### src/rtl/oai33_arc_sequencer.sv
// oai33_arc_sequencer
// Self-test and characterisation controller for a single oai33 cell
// (ZN = !((A1|A2|A3)&(B1|B2|B3))). It walks all 42 sensitizing arcs
// (6 active pins x 7 non-zero side codes). For each arc it pulses the
// active pin 0->1->0, samples ZN at the end of every phase, and counts
// mismatches.
//
// Ports
//   clk        : clock; all state changes on the rising edge
//   rn         : asynchronous active-low reset
//   start      : single-cycle run request, honoured in IDLE or DONE
//   abort      : synchronous abort of a run in progress (beats start)
//   a_drv      : {A1,A2,A3} drive to the cell under test
//   b_drv      : {B1,B2,B3} drive to the cell under test
//   zn_in      : ZN of the cell under test, same clock domain
//   busy       : run in progress
//   done       : run completed; held until the next start
//   pass       : done && err_cnt == 0
//   err_cnt    : saturating mismatch count
//   first_fail : arc index of the first mismatch, 6'h3F if none
//   arc_idx    : current arc, pin*7 + (code-1)
module oai33_arc_sequencer #(
    parameter int unsigned SETTLE_CYCLES = 2,
    parameter int unsigned ERR_W         = 8
) (
    input  logic             clk,
    input  logic             rn,
    input  logic             start,
    input  logic             abort,
    output logic [2:0]       a_drv,
    output logic [2:0]       b_drv,
    input  logic             zn_in,
    output logic             busy,
    output logic             done,
    output logic             pass,
    output logic [ERR_W-1:0] err_cnt,
    output logic [5:0]       first_fail,
    output logic [5:0]       arc_idx
);

    localparam int unsigned CNT_W    = 8;
    localparam int unsigned ARC_W    = 6;
    localparam int unsigned LAST_ARC = 41;
    localparam logic [ARC_W-1:0] NO_FAIL  = 6'h3F;
    localparam logic [CNT_W-1:0] CNT_LAST = CNT_W'(SETTLE_CYCLES - 1);

    typedef enum logic [2:0] {
        S_IDLE = 3'd0,
        S_P0   = 3'd1,
        S_P1   = 3'd2,
        S_P2   = 3'd3,
        S_DONE = 3'd4
    } state_t;

    state_t             state_q, state_d;
    logic [CNT_W-1:0]   cnt_q, cnt_d;
    logic [2:0]         pin_q, pin_d;
    logic [2:0]         code_q, code_d;
    logic [ARC_W-1:0]   arc_d;
    logic [2:0]         a_d, b_d;
    logic               busy_d, done_d, pass_d;
    logic [ERR_W-1:0]   err_d;
    logic [ARC_W-1:0]   ff_d;

    logic               in_run;
    logic               phase_end;
    logic               exp_zn;
    logic               mismatch;
    logic [ERR_W-1:0]   err_sat_inc;
    logic [2:0]         pin_nx, code_nx;

    // Drive pattern for one arc: opposite group carries the side code,
    // same-group non-active pins are held low, active pin follows act.
    function automatic logic [5:0] arc_drive(input logic [2:0] pin,
                                             input logic [2:0] code,
                                             input logic       act);
        logic [2:0] onehot;
        onehot = 3'b000;
        if (act) begin
            case (pin)
                3'd0, 3'd3: onehot = 3'b100;
                3'd1, 3'd4: onehot = 3'b010;
                default:    onehot = 3'b001;
            endcase
        end
        if (pin < 3'd3) arc_drive = {onehot, code};
        else            arc_drive = {code, onehot};
    endfunction

    // Phase bookkeeping and the per-phase ZN check.
    assign in_run      = (state_q == S_P0) || (state_q == S_P1) || (state_q == S_P2);
    assign phase_end   = (cnt_q == CNT_LAST);
    assign exp_zn      = (state_q != S_P1);
    assign mismatch    = in_run && phase_end && (zn_in !== exp_zn);
    assign err_sat_inc = (err_cnt == {ERR_W{1'b1}}) ? err_cnt : err_cnt + ERR_W'(1);

    // Side code is the inner loop, active pin the outer loop.
    assign code_nx = (code_q == 3'd7) ? 3'd1 : code_q + 3'd1;
    assign pin_nx  = (code_q == 3'd7) ? pin_q + 3'd1 : pin_q;

    // Next-state and next-output logic.
    always_comb begin
        state_d = state_q;
        cnt_d   = cnt_q;
        pin_d   = pin_q;
        code_d  = code_q;
        arc_d   = arc_idx;
        a_d     = a_drv;
        b_d     = b_drv;
        busy_d  = busy;
        done_d  = done;
        pass_d  = pass;
        err_d   = err_cnt;
        ff_d    = first_fail;

        case (state_q)
            S_IDLE, S_DONE: begin
                if (start) begin
                    state_d    = S_P0;
                    cnt_d      = '0;
                    pin_d      = 3'd0;
                    code_d     = 3'd1;
                    arc_d      = '0;
                    {a_d, b_d} = arc_drive(3'd0, 3'd1, 1'b0);
                    busy_d     = 1'b1;
                    done_d     = 1'b0;
                    pass_d     = 1'b0;
                    err_d      = '0;
                    ff_d       = NO_FAIL;
                end
            end

            S_P0, S_P1, S_P2: begin
                if (abort) begin
                    state_d = S_IDLE;
                    cnt_d   = '0;
                    a_d     = 3'b000;
                    b_d     = 3'b000;
                    busy_d  = 1'b0;
                    done_d  = 1'b0;
                    pass_d  = 1'b0;
                end else if (!phase_end) begin
                    cnt_d = cnt_q + CNT_W'(1);
                end else begin
                    cnt_d = '0;
                    if (mismatch) begin
                        err_d = err_sat_inc;
                        if (first_fail == NO_FAIL) ff_d = arc_idx;
                    end
                    case (state_q)
                        S_P0: begin
                            state_d    = S_P1;
                            {a_d, b_d} = arc_drive(pin_q, code_q, 1'b1);
                        end
                        S_P1: begin
                            state_d    = S_P2;
                            {a_d, b_d} = arc_drive(pin_q, code_q, 1'b0);
                        end
                        default: begin
                            if (arc_idx == ARC_W'(LAST_ARC)) begin
                                state_d = S_DONE;
                                a_d     = 3'b000;
                                b_d     = 3'b000;
                                busy_d  = 1'b0;
                                done_d  = 1'b1;
                                pass_d  = (err_d == '0);
                            end else begin
                                state_d    = S_P0;
                                pin_d      = pin_nx;
                                code_d     = code_nx;
                                arc_d      = arc_idx + ARC_W'(1);
                                {a_d, b_d} = arc_drive(pin_nx, code_nx, 1'b0);
                            end
                        end
                    endcase
                end
            end

            default: begin
                state_d = S_IDLE;
                a_d     = 3'b000;
                b_d     = 3'b000;
                busy_d  = 1'b0;
                done_d  = 1'b0;
                pass_d  = 1'b0;
            end
        endcase
    end

    // State and output registers.
    always_ff @(posedge clk or negedge rn) begin
        if (!rn) begin
            state_q    <= S_IDLE;
            cnt_q      <= '0;
            pin_q      <= 3'd0;
            code_q     <= 3'd1;
            arc_idx    <= '0;
            a_drv      <= 3'b000;
            b_drv      <= 3'b000;
            busy       <= 1'b0;
            done       <= 1'b0;
            pass       <= 1'b0;
            err_cnt    <= '0;
            first_fail <= NO_FAIL;
        end else begin
            state_q    <= state_d;
            cnt_q      <= cnt_d;
            pin_q      <= pin_d;
            code_q     <= code_d;
            arc_idx    <= arc_d;
            a_drv      <= a_d;
            b_drv      <= b_d;
            busy       <= busy_d;
            done       <= done_d;
            pass       <= pass_d;
            err_cnt    <= err_d;
            first_fail <= ff_d;
        end
    end

endmodule

### config.mk
export PLATFORM = sky130hd
export DESIGN_NAME = oai33_arc_sequencer
export DESIGN_NICKNAME = d
export VERILOG_FILES = /design/src/rtl/oai33_arc_sequencer.sv
export SDC_FILE = /design/constraint.sdc
export NUM_CORES = 1
export LEC_CHECK = 0
export ABC_AREA = 0
export CAP_MARGIN = 20
export CORE_UTILIZATION = 30
export CTS_BUF_LIST = sky130_fd_sc_hd__clkbuf_4 sky130_fd_sc_hd__clkbuf_8
export CTS_CLUSTER_DIAMETER = 120
export DETAILED_ROUTE_END_ITERATION = 8
export GPL_TIMING_DRIVEN = 0
export HOLD_SLACK_MARGIN = 0.05
export PLACE_DENSITY = 0.47
export SLEW_MARGIN = 5
export SYNTH_ARGS = -nofsm -noshare
export SYNTH_HDL_FRONTEND = slang
export SYNTH_SLANG_ARGS = --single-unit
### constraint.sdc
create_clock -name clk -period 2.7 [get_ports clk]
set_clock_uncertainty 0.05 [all_clocks]
set_input_delay 0.27 -clock clk [delete_from_list [all_inputs] [get_ports clk]]
set_output_delay 0.27 -clock clk [all_outputs]
set_load 0.01 [all_outputs]
# Word level (Yosys, flattened, before mapping)
# Index checks and enable logic that the tools add are counted.
[word_totals] reg_bits=46 latch_bits=0 ram_bits=0 romBits=0 in_bits=5 output_inout_bits=29 elab_cells=136 n_memories=0
[classes] addsub=5 n_mul=0 n_div=0 order_cmp=2 eq_ne=24 shifts=0 muxes=74 bitwise=0 reduce_logical=19
[ops] op="$mux W8" count=10
[ops] op="$mux W6" count=13
[ops] op="$mux W3" count=21
[ops] op="$pmux W3 S2" count=9
[ops] op="$pmux W8 S2" count=2
[ops] op="$pmux W6 S2" count=2
[ops] op="$add A8 B1 Y8 const B" count=2
[ops] op="$mux W1" count=14
[ops] op="$ne A2 B2 Y1 const B" count=7
[ops] op="$eq A6 B6 Y1 const B" count=2
[ops] op="$reduce_and A6 Y1" count=2
[ops] op="$eq A3 B2 Y1 const B" count=3
[ops] op="$eq A3 B3 Y1 const B" count=3
[ops] op="$ne A3 B3 Y1 const B" count=3
[ops] op="$eq A8 B1 Y1 const B" count=1
[ops] op="$eq A8 B8 Y1 const B" count=1
[ops] op="$logic_not A8 Y1" count=1
[ops] op="$reduce_and A4 Y1" count=2
[ops] op="$reduce_or A2 Y1" count=4
[ops] op="$add A3 B1 Y3 const B" count=2
[ops] op="$add A6 B1 Y6 const B" count=1
[ops] op="$eq A3 B1 Y1 const B" count=2
[ops] op="$logic_not A3 Y1" count=2
[ops] op="$lt A3 B2 Y1 const B" count=2
[ops] op="8 further kinds" count=13

# Logic depth before layout (Yosys ltp)
[logic_depth] depth_word=15 ltp_mapped=8

# Least setup slack after synthesis
# OpenSTA, ideal clock, no wires.
[synth_timing] path_kind="register to register" start="register cnt_q[1]" end="register first_fail[0]" setup_time_ns=0.080 arrival_time_ns=2.177 required_time_ns=2.570 slack_ns=0.394 stages_incl_launch_ff=8 period_less_slack_ns=2.306 cell_sequence="dfrtp_1 > inv_1 > ha_1 > or4b_4 > a211o_1 > or4_4 > buf_6 > o22a_1"
[synth_between] elab_chain_len=5 word_cells_on_any_way=6 cone_classes="eq/ne: 3; reduce/logical: 3"
[synth_lines] item="start, declared" line_no="56" source="logic [CNT_W-1:0] cnt_q, cnt_d;"
[synth_lines] item="start signal, assigned" line_no="207" source="cnt_q <= cnt_d;"
[synth_lines] item="$eq A8 B1 Y1 *" line_no="92" source="assign phase_end = (cnt_q == CNT_LAST);"
[synth_lines] item="$logic_and A1 B1 Y1 (2 in a row)" line_no="94" source="assign mismatch = in_run && phase_end && (zn_in !== exp_zn);"
[synth_lines] item="$ne A2 B2 Y1 (no line)"
[synth_lines] item="$reduce_and A6 Y1 (no line) *"
[synth_lines] item="end signal, assigned" line_no="204" source="first_fail <= NO_FAIL;"
[synth_lines] item="end signal, assigned" line_no="217" source="first_fail <= ff_d;"
[synth_lines] item="end, declared" line_no="37" source="output logic [5:0] first_fail,"
# Mark *: on every way between the ends. The rest lies on a longest branch, timed or not.
# A chain may end at the register's enable or synchronous reset.

# Worst setup path in the final report
[layout_timing] start="register cnt_q[1]" end="register first_fail[2]"
# Same word-level chain as after synthesis.

==> results.md <==
- Post-synth top flop: dfrtp_1
- Status: finished clean
- Final hold slack: 389 ps
- Worst Path Arrival: between 2000 and 3000 ps
- H-tree depth: 2
- Layout Nets: 379
- Clock latency on the worst-skew pair: slightly above 300 ps
- Final hold vios: 0
- Xor/xnor share of the synthesized area: 0.0150
- Clock root buffer: clkbuf_8
- Max-slew violations: 0
- Period utilization: 0.920
- Fillers: 978
- Seq pwr share: 0.327
- Max stage delay cell, worst path: or4_4
- Area share of fa/ha/maj cells after synthesis: 0.0472
- Syn_nets: 336
- Port bufs: 33
- CTS tree: built
- Via/cell ratio: 5.32
- Mux contribution to synthesized area: 0.0176
- Combinational share of power: 0.495
- Final setup viols: 0
- Routed len/inst: 16.3 um
- Largest net degree at the start of global routing: 30
- Detail Placement HPWL: a little under 6000 um
- Overall Power: about 3000 uW
- Switching portion of total power: 0.423
- Area Growth Syn to Fin: 22.8%
- CP endpoint kind: flip-flop
- Clock power frac: 0.178
- Num CTS Buffers: 5
- Die W: 101 um
- R2R Setup Slk: 220 ps
- Initial DRC count: between 100 and 150
- Synth top area share: 0.335
- Std cell rows: 35
- Startpoint types: flip-flop
- Synth warn: 0
- Int Pwr: roughly 1800 uW
- Fin crit period: 2480 ps
- Synth Area in Compound Gates: 0.257
- Synth Area in Simple Gates: 0.230
- Overall fraction of global-route tracks in use: 0.171
- Clock-pin slew of the registers on the worst-case setup and hold paths: about 100 ps
- Synth Instances: between 300 and 400
- Register area share after synthesis: 0.398
- Worst path cell trace: inv_1 -> ha_1 -> or4b_4 -> a211o_1 -> or4_4 -> buf_6 -> o22a_1
- Max rail drop VDD: 334 uV
- Highest Clock Rate: about 0.4 GHz
- Count leader, synth: dfrtp_1
- Total gr overflow: 0
- Reg2Reg Depth: 7
- Initial Util: 0.313
- Critical path type: flip-flop to flip-flop
- Initial antenna violation count: 0
- Max incr delay on CP: 540 ps
- DP Area: 3420 um^2
- Die Area: 10,100 um^2
- Post-Route Setup TNS: 0 ps
- First-pass GRT wire length: 13,500 um
- Drt pass-1 iters: 4
- Antenna Nets Post-Route: 0
- Netlist cell types: 59
- Max-cap viol count: 0
- Min-Delay Path Class: primary input to asynchronous set/reset pin
- Slew @ Worst Pin: 620 ps
- DR vias: 2,624
- Critical path fanouts, max: 6
- Top Ports: 34
- Design area: roughly 3600 um^2
- Largest family of logic cells by synthesized area: compound AO/OA/AOI/OAI gates
- Most frequent cells after synthesis: 39 x dfrtp_1, 26 x nand2_1, 21 x nor2_1
- Vias in the first global route: 2,548
- WL final: 8020 um
- Asr flop ratio synth: 1.00
- CP required: 2900 ps
- Reg-to-Reg End: first_fail[2]
- Gpl congestion: 0.751
- P_sw: 1290 uW
- Reg-to-Reg Start: cnt_q[1]
- PD cells: ~850 nW/um^2
- Die height: 101 um
- Top post-synthesis cells by area: dfrtp_1 33%, dfstp_2 6.3%, ha_1 4.7%
- Mapped Avg Cell Area: 9.11 um^2
- Yosys reg bits: 46
- Number of flops mapped to enable cells by yosys: 0
- Clock sinks: 46
- Relative slew slack: 0.583
- Core area: 9330 um^2
- N_diodes: 0
- Leak: 0.00143 uW
- Cell area after synthesis: 2920 um^2
- Clock tree buffer depth: 2
- Unrepaired setup endpoints after global routing: no
- # DRC: 0
- Synth area leader: dfrtp_1
- Share of cells above drive strength 1: 0.113
[per-stage QoR]
stage | utilization | instances | setup slack, ps
after floorplan | - | 320 | 394
after global placement | 0.365 | 482 | -269
after detailed placement | 0.367 | 483 | -254
after CTS | 0.381 | 492 | 12.1
after global routing | 0.384 | 493 | 78.2
final | 0.384 | 493 | 216
[registers in the layout (all words and copies together) (netlist names)]
register / count
err_cnt: 8
cnt_q: 8
code_q: 3
busy: 1
state_q: 3
first_fail: 6
pin_q: 3
pass: 1
done: 1
arc_idx: 6
b_drv: 3
a_drv: 3
[power groups by stage]
stage | logic (uW) | registers (uW) | clock network (uW)
global route | 1690 | 1030 | 592
finish | 1510 | 999 | 543
floorplan | 955 | 1020 | 0
CTS | 1490 | 1000 | 558
global placement | 1460 | 1010 | 0
detailed placement | 1480 | 1010 | 0
[layout make-up]
class	count	area (um^2)	area share
buffer	18	83.8	0.0234
inverter	6	22.5	0.00629
timing repair buffer	36	363	0.101
multi-input combinational	250	1680	0.469
clock buffer	5	68.8	0.0192
tap	129	161	0.0451
clock inverter	3	43.8	0.0122
sequential	46	1160	0.324
[critical path, delay by kind of cell (launching register included)]
| family | cells | cell delay (ps) |
|---|---|---|
| simple gates | 2 | 1010 |
| buf+inv | 2 | 220 |
| flops | 1 | 420 |
| fa+ha+maj | 1 | 170 |
| compound gates | 2 | 560 |
[cells in the final DEF (no fill, tap or decap), types with 5 or more instances in the layout]
master and instances:
nand2b_1 9, and2_1 5, o21ai_0 18, a21oi_1 17
dfstp_2 7, o31ai_1 5, inv_1 6, nand2_1 26
nand3_1 14, nand4_1 6, o22a_1 7, o22ai_1 5
nor2_1 21, a31oi_1 6, clkbuf_8 5, clkdlybuf4s50_1 32
dfrtp_1 39, ha_1 11, and3_1 11, a22o_1 8
a211oi_1 8, clkbuf_1 15, o41ai_1 5
[cell families (layout without fill, tap and decap cells)]
logic type | Yosys count | count (layout)
AOI/OAI and AO/OA | 106 | 106
adders and majority gates | 11 | 11
and+or+nand+nor | 123 | 123
buffers and inverters | 24 | 68
muxes | 5 | 5
DFF | 46 | 46
xor gates and xnor gates | 5 | 5
[layer usage]
metal	wire length [um]	track usage	part of all wire
met1	4180	0.246	0.52
met2	3550	0.267	0.44
met3	186	0.0291	0.023
met4	107	0.0412	0.013
met5	0	0	0
[how the worst max path moves through the flow]
stage,startpoint,to,slack (ps),cells past startpoint
2_1_floorplan,cnt_q[1],first_fail[0],390,7
3_3_place_gp,start,arc_idx[1],-270,7
3_5_place_dp,start,arc_idx[1],-250,7
4_1_cts,cnt_q[4],err_cnt[1],10,5
5_1_grt,cnt_q[4],err_cnt[1],80,5
6_report,cnt_q[1],first_fail[2],220,7
[repair_timing]
action / CTS / global route
pin swaps: 0 / 1
setup endpoints to repair: 1 / 19
buffers inserted: 0 / 1
endpoints found under the hold margin: 17 / 0
hold buffers: 1 / 0
gates resized for setup: 1 / 5
(Power assumes the default switching activity.)
